<file path="src/rtl/write_back_stage_pkg.sv">
// Shared types for the write-back stage: result-source and load-size encodings.
package wb_pkg;

   // Result source selected by the MEM stage.
   typedef enum logic [1:0] {
      SEL_ALU  = 2'd0,
      SEL_LOAD = 2'd1,
      SEL_LINK = 2'd2,
      SEL_IMM  = 2'd3
   } wb_sel_e;

   // Load access size; encoding 3 is treated as a word as well.
   typedef enum logic [1:0] {
      SZ_BYTE = 2'd0,
      SZ_HALF = 2'd1,
      SZ_WORD = 2'd2
   } wb_size_e;

   // Entries held between the MEM stage and the register file.
   localparam int WB_SKID_DEPTH = 2;

endpackage : wb_pkg

</file>
<file path="src/rtl/write_back_stage_if.sv">
// Bundle of MEM-side handshake, register-file write port, forwarding tap and retire count.
interface write_back_stage_if
   import wb_pkg::*;
#(
   parameter int DATA_W = 8,
   parameter int REG_AW = 3,
   parameter int CNT_W  = 16
);
   // MEM stage -> write-back
   logic              mem_valid;
   logic              mem_ready;
   logic [1:0]        mem_sel;
   logic [DATA_W-1:0] mem_alu;
   logic [DATA_W-1:0] mem_load;
   logic [DATA_W-1:0] mem_link;
   logic [DATA_W-1:0] mem_imm;
   logic [1:0]        mem_size;
   logic              mem_signed;
   logic [1:0]        mem_off;
   logic [REG_AW-1:0] mem_rd;
   logic              mem_we;
   // write-back -> register file
   logic              rf_we;
   logic [REG_AW-1:0] rf_addr;
   logic [DATA_W-1:0] rf_data;
   logic              rf_ready;
   // forwarding tap and retire statistics
   logic              fwd_valid;
   logic [REG_AW-1:0] fwd_rd;
   logic [DATA_W-1:0] fwd_data;
   logic [CNT_W-1:0]  retire_cnt;

   // The surrounding pipeline / bench side
   modport master (
      output mem_valid, mem_sel, mem_alu, mem_load, mem_link, mem_imm,
             mem_size, mem_signed, mem_off, mem_rd, mem_we, rf_ready,
      input  mem_ready, rf_we, rf_addr, rf_data, fwd_valid, fwd_rd, fwd_data,
             retire_cnt
   );

   // The write-back stage itself
   modport slave (
      input  mem_valid, mem_sel, mem_alu, mem_load, mem_link, mem_imm,
             mem_size, mem_signed, mem_off, mem_rd, mem_we, rf_ready,
      output mem_ready, rf_we, rf_addr, rf_data, fwd_valid, fwd_rd, fwd_data,
             retire_cnt
   );
endinterface : write_back_stage_if

</file>
<file path="src/rtl/write_back_stage_skid_buffer.sv">
// Small in-order buffer: head always at slot 0, occupancy counter, flush drops everything.
module wb_skid_buffer
   import wb_pkg::*;
#(
   parameter int WIDTH = 8,
   parameter int DEPTH = 2
) (
   input  logic             clk_i,
   input  logic             rst_ni,
   input  logic             flush_i,
   input  logic             in_valid_i,
   output logic             in_ready_o,
   input  logic [WIDTH-1:0] in_data_i,
   output logic             out_valid_o,
   input  logic             out_ready_i,
   output logic [WIDTH-1:0] out_data_o
);
   localparam int CW = $clog2(DEPTH + 1);

   logic [CW-1:0]    cnt_q, cnt_d;
   logic [WIDTH-1:0] ent_q [DEPTH];
   logic [WIDTH-1:0] ent_d [DEPTH];
   logic             push, pop;
   logic [CW-1:0]    wr_idx;

   // Ready depends only on registered occupancy and flush, never on out_ready_i.
   assign in_ready_o  = (cnt_q < CW'(DEPTH)) && !flush_i;
   assign out_valid_o = (cnt_q != '0);
   assign out_data_o  = ent_q[0];
   assign push        = in_valid_i && in_ready_o;
   assign pop         = out_valid_o && out_ready_i;
   // A same-cycle pop shifts the queue down, so the new entry lands one slot lower.
   assign wr_idx      = cnt_q - CW'(pop);

   // Next-state: shift on pop, write tail on push, flush empties the buffer.
   always_comb begin
      cnt_d = cnt_q + CW'(push) - CW'(pop);
      for (int i = 0; i < DEPTH; i++) ent_d[i] = ent_q[i];
      if (pop) begin
         for (int i = 0; i < DEPTH - 1; i++) ent_d[i] = ent_q[i+1];
         ent_d[DEPTH-1] = '0;
      end
      for (int i = 0; i < DEPTH; i++) begin
         if (push && (CW'(i) == wr_idx)) ent_d[i] = in_data_i;
      end
      if (flush_i) cnt_d = '0;
   end

   // State registers; reset clears contents so the head reads zero.
   always_ff @(posedge clk_i or negedge rst_ni) begin
      if (!rst_ni) begin
         cnt_q <= '0;
         for (int i = 0; i < DEPTH; i++) ent_q[i] <= '0;
      end else begin
         cnt_q <= cnt_d;
         for (int i = 0; i < DEPTH; i++) ent_q[i] <= ent_d[i];
      end
   end

endmodule : wb_skid_buffer

</file>
<file path="src/rtl/write_back_stage.sv">
// Write-back stage: result select + load extension ahead of a 2-entry skid buffer,
// register-file write port, forwarding tap and retire counter.
module write_back_stage
   import wb_pkg::*;
#(
   parameter int DATA_W = 8,
   parameter int REG_AW = 3,
   parameter int CNT_W  = 16
) (
   input logic               Clk,
   input logic               Rst_n,
   input logic               Flush,
   write_back_stage_if.slave wb
);
   localparam int         EW       = REG_AW + DATA_W;
   // Byte offset bits that exist for this width (0, 1 or 2 bits).
   localparam logic [1:0] OFF_MASK = 2'((DATA_W / 8) - 1);

   logic [1:0]        off_b;
   logic              half_sel;
   logic [7:0]        byte_v;
   logic [15:0]       half_v;
   logic [DATA_W-1:0] load_ext;
   logic [DATA_W-1:0] result;
   logic              enq_valid;
   logic              buf_ready;
   logic              buf_valid;
   logic [EW-1:0]     head;
   logic              deq;
   logic [CNT_W-1:0]  cnt_q, cnt_d;

   // Extract the addressed byte/half from the load word and extend it to DATA_W.
   always_comb begin
      off_b    = wb.mem_off & OFF_MASK;
      // Halves only exist at offset 2 on a 32-bit datapath.
      half_sel = (DATA_W == 32) ? wb.mem_off[1] : 1'b0;
      byte_v   = 8'(wb.mem_load >> {off_b, 3'b000});
      half_v   = 16'(wb.mem_load >> {half_sel, 4'b0000});
      load_ext = wb.mem_load;
      case (wb.mem_size)
         SZ_BYTE: load_ext = wb.mem_signed ? DATA_W'($signed(byte_v)) : DATA_W'(byte_v);
         SZ_HALF: begin
            // An 8-bit datapath has no half: pass the word through.
            if (DATA_W > 8)
               load_ext = wb.mem_signed ? DATA_W'($signed(half_v)) : DATA_W'(half_v);
         end
         default: load_ext = wb.mem_load;
      endcase
   end

   // Pick the result source for the instruction on the MEM side.
   always_comb begin
      result = wb.mem_alu;
      case (wb.mem_sel)
         SEL_ALU:  result = wb.mem_alu;
         SEL_LOAD: result = load_ext;
         SEL_LINK: result = wb.mem_link;
         SEL_IMM:  result = wb.mem_imm;
         default:  result = wb.mem_alu;
      endcase
   end

   // Non-writing instructions and writes to r0 are consumed but never buffered.
   assign enq_valid = wb.mem_valid && wb.mem_we && (wb.mem_rd != '0);

   wb_skid_buffer #(
      .WIDTH (EW),
      .DEPTH (WB_SKID_DEPTH)
   ) u_skid (
      .clk_i       (Clk),
      .rst_ni      (Rst_n),
      .flush_i     (Flush),
      .in_valid_i  (enq_valid),
      .in_ready_o  (buf_ready),
      .in_data_i   ({wb.mem_rd, result}),
      .out_valid_o (buf_valid),
      .out_ready_i (wb.rf_ready),
      .out_data_o  (head)
   );

   assign wb.mem_ready = buf_ready;
   assign wb.rf_we     = buf_valid;
   assign wb.rf_addr   = head[EW-1:DATA_W];
   assign wb.rf_data   = head[DATA_W-1:0];
   assign wb.fwd_valid = buf_valid;
   assign wb.fwd_rd    = head[EW-1:DATA_W];
   assign wb.fwd_data  = head[DATA_W-1:0];
   assign deq          = buf_valid && wb.rf_ready;

   // Count each completed write, including one that coincides with a flush.
   always_comb begin
      cnt_d = cnt_q;
      if (deq) cnt_d = cnt_q + 1'b1;
   end

   // Retire counter register; only reset clears it.
   always_ff @(posedge Clk or negedge Rst_n) begin
      if (!Rst_n) cnt_q <= '0;
      else        cnt_q <= cnt_d;
   end

   assign wb.retire_cnt = cnt_q;

endmodule : write_back_stage

</file>
<file path="src/flat_wrapper.sv">
// flat-port wrapper written by rule: the top's interface ports become plain ports
module write_back_stage_flat import wb_pkg::*;
#(
   parameter int DATA_W = 8,
   parameter int REG_AW = 3,
   parameter int CNT_W  = 16
)
  (Clk, Rst_n, Flush, wb_mem_valid, wb_mem_sel, wb_mem_alu, wb_mem_load, wb_mem_link, wb_mem_imm, wb_mem_size, wb_mem_signed, wb_mem_off, wb_mem_rd, wb_mem_we, wb_rf_ready, wb_mem_ready, wb_rf_we, wb_rf_addr, wb_rf_data, wb_fwd_valid, wb_fwd_rd, wb_fwd_data, wb_retire_cnt);
  write_back_stage_if #(.DATA_W(DATA_W), .REG_AW(REG_AW), .CNT_W(CNT_W)) wb_i ();
  input logic Clk;
  input logic Rst_n;
  input logic Flush;
  input wire logic [$bits(wb_i.mem_valid)-1:0] wb_mem_valid;
  input wire logic [$bits(wb_i.mem_sel)-1:0] wb_mem_sel;
  input wire logic [$bits(wb_i.mem_alu)-1:0] wb_mem_alu;
  input wire logic [$bits(wb_i.mem_load)-1:0] wb_mem_load;
  input wire logic [$bits(wb_i.mem_link)-1:0] wb_mem_link;
  input wire logic [$bits(wb_i.mem_imm)-1:0] wb_mem_imm;
  input wire logic [$bits(wb_i.mem_size)-1:0] wb_mem_size;
  input wire logic [$bits(wb_i.mem_signed)-1:0] wb_mem_signed;
  input wire logic [$bits(wb_i.mem_off)-1:0] wb_mem_off;
  input wire logic [$bits(wb_i.mem_rd)-1:0] wb_mem_rd;
  input wire logic [$bits(wb_i.mem_we)-1:0] wb_mem_we;
  input wire logic [$bits(wb_i.rf_ready)-1:0] wb_rf_ready;
  output wire logic [$bits(wb_i.mem_ready)-1:0] wb_mem_ready;
  output wire logic [$bits(wb_i.rf_we)-1:0] wb_rf_we;
  output wire logic [$bits(wb_i.rf_addr)-1:0] wb_rf_addr;
  output wire logic [$bits(wb_i.rf_data)-1:0] wb_rf_data;
  output wire logic [$bits(wb_i.fwd_valid)-1:0] wb_fwd_valid;
  output wire logic [$bits(wb_i.fwd_rd)-1:0] wb_fwd_rd;
  output wire logic [$bits(wb_i.fwd_data)-1:0] wb_fwd_data;
  output wire logic [$bits(wb_i.retire_cnt)-1:0] wb_retire_cnt;
  assign wb_i.mem_valid = wb_mem_valid;
  assign wb_i.mem_sel = wb_mem_sel;
  assign wb_i.mem_alu = wb_mem_alu;
  assign wb_i.mem_load = wb_mem_load;
  assign wb_i.mem_link = wb_mem_link;
  assign wb_i.mem_imm = wb_mem_imm;
  assign wb_i.mem_size = wb_mem_size;
  assign wb_i.mem_signed = wb_mem_signed;
  assign wb_i.mem_off = wb_mem_off;
  assign wb_i.mem_rd = wb_mem_rd;
  assign wb_i.mem_we = wb_mem_we;
  assign wb_i.rf_ready = wb_rf_ready;
  assign wb_mem_ready = wb_i.mem_ready;
  assign wb_rf_we = wb_i.rf_we;
  assign wb_rf_addr = wb_i.rf_addr;
  assign wb_rf_data = wb_i.rf_data;
  assign wb_fwd_valid = wb_i.fwd_valid;
  assign wb_fwd_rd = wb_i.fwd_rd;
  assign wb_fwd_data = wb_i.fwd_data;
  assign wb_retire_cnt = wb_i.retire_cnt;
  write_back_stage #(.DATA_W(DATA_W), .REG_AW(REG_AW), .CNT_W(CNT_W)) u_core (.Clk(Clk), .Rst_n(Rst_n), .Flush(Flush), .wb(wb_i));
endmodule
</file>
<file path="config.mk">
export PLATFORM = sky130hd
export DESIGN_NAME = write_back_stage_flat
export DESIGN_NICKNAME = d
export VERILOG_FILES = /design/src/rtl/write_back_stage_pkg.sv /design/src/rtl/write_back_stage_if.sv /design/src/rtl/write_back_stage_skid_buffer.sv /design/src/rtl/write_back_stage.sv /design/src/flat_wrapper.sv
export SDC_FILE = /design/constraint.sdc
export NUM_CORES = 1
export LEC_CHECK = 0
export CAP_MARGIN = 20
export CORE_AREA = 2 2 60 104
export CTS_BUF_LIST = sky130_fd_sc_hd__clkbuf_16
export DETAILED_ROUTE_END_ITERATION = 8
export DIE_AREA = 0 0 62 106
export PLACE_DENSITY = 0.74
export RECOVER_POWER = 100
export SETUP_SLACK_MARGIN = 0.05
export SLEW_MARGIN = 20
export SYNTH_ARGS = -nofsm -noshare
export SYNTH_HDL_FRONTEND = slang
export SYNTH_SLANG_ARGS = --single-unit
</file>
<file path="constraint.sdc">
create_clock -name Clk -period 2.4 [get_ports Clk]
set_input_delay 0.72 -clock Clk [delete_from_list [all_inputs] [get_ports Clk]]
set_output_delay 0.72 -clock Clk [all_outputs]
set_load 0.02 [all_outputs]
</file>
## After elaboration in Yosys (flattened, before gate mapping)

Index checks and enable logic that the tools add are counted.

- Register bits: 40
- Output and inout port bits: 41
- Word-level logic and storage cells: 32

- Add/subtract/negate cells: 4
- Magnitude comparators: 1
- Equal/unequal tests: 4
- Muxes and demuxes: 5
- Reductions and logical operators: 14

Operator list:

| operator | count |
|---|---|
| $pmux W8 S4 | 1 |
| $mux W11 | 2 |
| $mux W22 | 1 |
| $add A16 B1 Y16 const B | 1 |
| $logic_and A1 B1 Y1 | 7 |
| $reduce_bool A2 Y1 | 3 |
| $eq A2 B2 Y1 const B | 2 |
| $logic_not A2 Y1 | 2 |
| $sub A2 B1 Y2 | 2 |
| $reduce_bool A3 Y1 | 1 |
| $add A2 B1 Y2 | 1 |
| $eq A1 B2 Y1 const A | 1 |
| $eq A2 B1 Y1 const B | 1 |
| $lt A2 B2 Y1 const B | 1 |
| $mux W2 | 1 |
| $logic_not A1 Y1 | 1 |

## Logic depth before layout (Yosys ltp)

- Word-level depth: 6
- Mapped depth: 8

## Cells and area by module

From an unflattened synthesis, not the netlist that was laid out.

- Cell total of the unflattened synthesis: 191
- Area total of the unflattened synthesis: 2,257.2 um^2

Modules (own cells, without submodules):

| module | instances | cells an instance | area an instance (um^2) | seq. area each (um^2) |
|---|---|---|---|---|
| wb_skid_buffer | 1 | 111 | 1,256.2 | 600.6 |
| write_back_stage | 1 | 80 | 1,001.0 | 400.4 |

## Worst setup path after synthesis

OpenSTA, ideal clock, no wires.

- Path kind: input-to-reg
- Start: input wb_rf_ready
- End: register u_core.u_skid.ent_q[10] (netlist name)
- Library setup time: 0.117 ns
- Arrival: 1.891 ns
- Setup slack: 0.392 ns
- Stages: 8
- Path through: o21ai_4 > inv_2 > ha_1 > nor2_1 > nand3_2 > buf_6 > nand3_1 > nand2_1

- Cells in the longest elaborated chain, start to end: 5
- Elaborated cells between the ends (all ways): 6
- Those cells by class: 1 x add/sub; 1 x eq/ne; 1 x mux; 3 x reduce/logical

Ends and longest elaborated chain:

| item | RTL line | text |
|---|---|---|
| from (decl) | flat_wrapper.sv:24 | `input wire logic [$bits(wb_i.rf_ready)-1:0] wb_rf_ready;` |
| $logic_and A1 B1 Y1 * | n/a |  |
| net u_core.deq | write_back_stage.sv:29 | `logic deq;` |
| $sub A2 B1 Y2 | write_back_stage_skid_buffer.sv:33 | `assign wr_idx = cnt_q - CW'(pop);` |
| $eq A1 B2 Y1 | write_back_stage_skid_buffer.sv:44 | `if (push && (CW'(i) == wr_idx)) ent_d[i] = in_data_i;` |
| $logic_and A1 B1 Y1 | write_back_stage_skid_buffer.sv:44 |  |
| $mux W11 / $reduce_bool A2 Y1 (equally long branches) | n/a |  |
| to (decl) | write_back_stage_skid_buffer.sv:21 | `logic [WIDTH-1:0] ent_q [DEPTH];` |

Mark *: on every way through the listed nets, which the timed path passes. The rest lies on a longest branch.
A chain may end at the register's enable or synchronous reset.

## Final worst setup path

- Start: register u_core.u_skid.cnt_q[1]
- End: output wb_rf_we

- Cells in the longest elaborated chain, start to end: 1

Ends and longest elaborated chain:

| item | RTL line | text |
|---|---|---|
| from (decl) | write_back_stage_skid_buffer.sv:20 | `logic [CW-1:0] cnt_q, cnt_d;` |
| from (signal assigned) | write_back_stage_skid_buffer.sv:55 | `cnt_q <= cnt_d;` |
| $reduce_bool A2 Y1 | write_back_stage_skid_buffer.sv:28 | `assign out_valid_o = (cnt_q != '0);` |
| to (decl) | flat_wrapper.sv:26 | `output wire logic [$bits(wb_i.rf_we)-1:0] wb_rf_we;` |

No other way between the ends.

==> impl_metrics.tcl <==
set metrics [dict create \
    worst-path-stages 2 \
    num_vias 1742 \
    grt_use_total_pct 15.29 \
    instances_no_fill 360 \
    hold_violations 0 \
    max_freq_mhz 431.9 \
    clock_sinks 40 \
    drc_errors 0 \
    ir_worst_vdd_uv 406.7 \
    final_layout_size_suffix_gt1_share_pct 11.70 \
    die_y_um 106 \
    worstReg2RegEnd "u_core.u_skid.out_data_o[5]" \
    gr-total-overflow 0 \
    wl_per_cell_um 12.59 \
    syn_nets 261 \
    endpoint_kind "output port" \
    path_clk_slew_ns 0.06 \
    synthMuxAreaShare_pct 13.06 \
    placed_cells 353 \
    cp-start-kind "flop" \
    setup-violations-final 0 \
    max_slew_margin_pct 30.94 \
    rsz0062_at_grt "no" \
    crit_end "wb_rf_we" \
    synth_cell_types 30 \
    cts-htree-levels 2 \
    dpl.hpwl_um 3619 \
    finalWirelength_um 4533 \
    p_leak_nw 1.506 \
    synth_top_family_by_area "simple AND/OR/NAND/NOR gates" \
    fin_crit_ns 2.315 \
    rrSetupSlack_ns 0.55 \
    cts_tree "yes" \
    min_period_over_period_pct 96.47 \
    routed_via_density 4.839 \
    clock_latency_ns 0.27 \
    die_x_um 62 \
    hold_start "u_core.wb.retire_cnt[15]" \
    syn_area_mm2 0.002222 \
    crit_chain "or2_2, clkdlybuf4s50_1" \
    fp-row-count 37 \
    r2r_cells 5 \
    status "complete, no violations" \
    ys_warn_count 0 \
    place.gp.congestion 0.7622 \
    worstPathRequired_ns 1.68 \
    hold_path_class "flop to flop" \
    syn_avg_cell_area_um2 10.63 \
    first_iter_violations 84 \
    crit_type "flop to output port" \
    insertedDiodeCount 0 \
    fin_ws_ns 0.08472 \
    path_max_fanout 5 \
    postCtsSetupBuffers 0 \
    grt_max_degree 23 \
    io_pins 89 \
    start_util_pct 38.40 \
    tightest_slew_ns 1.036 \
    portBuffers 83 \
    slowest_delay_ns 0.54 \
    core_mm2 0.005787 \
    antenna_found_initial 0 \
    grt_first_pass_wirelength_um 7631 \
    cts_hold_buf 0 \
    synth_cells 209 \
    fin_skew_ns 0.002472 \
    slew_violations 0 \
    synthAdderAreaFrac_pct 2.252 \
    ant_nets 0 \
    p_per_area_mw_per_mm2 941.7 \
    final.setup.tns_ns 0 \
    cts-root-buf "clkbuf_16" \
    area_growth_pct 40.37 \
    layout_common_cells "41 x clkdlybuf4s50_1, 40 x dfrtp_1, 39 x dlygate4sd3_1" \
    cp_slowest_cell "clkdlybuf4s50_1" \
    p_total_mw 2.937 \
    cp.arrival_ns 1.60 \
    synth_compound_area_share_pct 5.011 \
    die_area_mm2 0.006572 \
    final_common_cell "clkdlybuf4s50_1" \
    cp_top_family "buffers and inverters" \
    crit_path_start "u_core.u_skid.cnt_q[1]" \
    timing.rr.start "u_core.u_skid.cnt_q[1]" \
    cts_buffers 5 \
    ys_ff_latch 40 \
    cts_max_path_buffers 2 \
    hold_ws_ns 0.4649 \
    nets 334 \
    pre_cts_slack_ns -0.1921 \
    grt_pass1_vias 1741 \
    maxCapViolCount 0 \
    crit_buf_inv 1 \
    dr.pass1.iters 4 \
    synth-seq-area-share_pct 45.05 \
    synth-xor-area-share_pct 6.700 \
    synth-simple-area-share_pct 15.48 \
]
[flip-flops by register name, summed over array words and instances, names as in the netlist]
name / count
u_core.wb.retire_cnt: 16
u_core.u_skid.cnt_q: 2
u_core.u_skid.out_data_o: 11
u_core.u_skid.ent_q: 11
[per-stage QoR]
stage	utilization, %	instance area, um^2
6_report	53.90	3119
5_1_grt	53.90	3119
3_3_place_gp	52.11	3015
3_5_place_dp	52.11	3015
4_1_cts	54.40	3148
2_1_floorplan	-	2222
[layout make-up]
class                      instances  area [um^2]
tap                               78        97.59
sequential                        40         1001
fill                             547         2668
inverter                          13        48.80
clock buffer                       5        125.1
multi-input combinational        126        937.1
timing repair buffer              96        900.9
clock inverter                     2        8.758
[power breakdown]
part | internal [mW] | leakage [nW] | switching (mW)
clock | 0.373 | 0.0709 | 0.244
sequential | 0.868 | 0.528 | 0.160
combinational | 0.614 | 0.907 | 0.678
[how the worst min path moves through the flow]
stage | slack, ns | depth (start not counted) | to
detailed placement | 0.46 | 1 | u_core.wb.retire_cnt[15]
floorplan | 0.42 | 0 | u_core.u_skid.cnt_q[0]
global placement | 0.46 | 1 | u_core.wb.retire_cnt[15]
global route | 0.48 | 1 | u_core.wb.retire_cnt[15]
CTS | 0.39 | 1 | u_core.wb.retire_cnt[1]
finish | 0.46 | 1 | u_core.wb.retire_cnt[15]
[synthesized netlist by cell type]
master     n  area (um^2)
clkbuf_1   1        3.750
o21ai_0    9        45.04
buf_6      3        33.78
inv_2      1        3.750
and4b_4    1        13.76
buf_2      2        10.01
xor2_1     5        43.79
nor2_1     7        26.28
xnor2_1   12        105.1
inv_1     12        45.04
or3_4      1        11.26
o21ai_4    1        16.27
dfrtp_1   40         1001
nand3_1   20        100.1
nor3_1     1        5.000
and4_1     1        8.760
nand2_1   23        86.33
mux4_2     8        180.2
nor3_2     1        10.01
buf_4     24        180.2
nand3_2    1        10.01
and4bb_4   1        16.27
o21ai_1   10        50.05
ha_1       4        50.05
nor4_1     1        6.260
and3_1     2        12.51
nand4_1    2        12.51
or2_2      3        18.77
mux2i_1   11        110.1
nor2b_1    1        6.260
[metal layers]
metal  vias up  GRT usage (%)  part of all wire (%)
li1        834              -                     -
met1       829          15.82                    36
met2        70          27.53                    55
met3         9          2.676                   6.1
met4         0          7.447                   3.0
met5         -              0                     0
[cell families (layout without fill, tap and decap cells)]
kind of cell,count (synthesis),after routing
AO/OA/AOI/OAI,20,20
AND/OR/NAND/NOR,66,66
buffers and inverters,43,116
adder cells (fa/ha/maj),4,4
multiplexers,19,19
XOR/XNOR,17,17
flip-flops,40,40
[repair_timing]
| action | CTS | global route |
|---|---|---|
| setup endpoints to repair | 1 | 2 |
| pin swaps | 0 | 0 |
| resized for setup | 1 | 2 |
| endpoints found under the hold margin | 0 | 0 |
No activity file was read; power rests on OpenSTA's default activity.
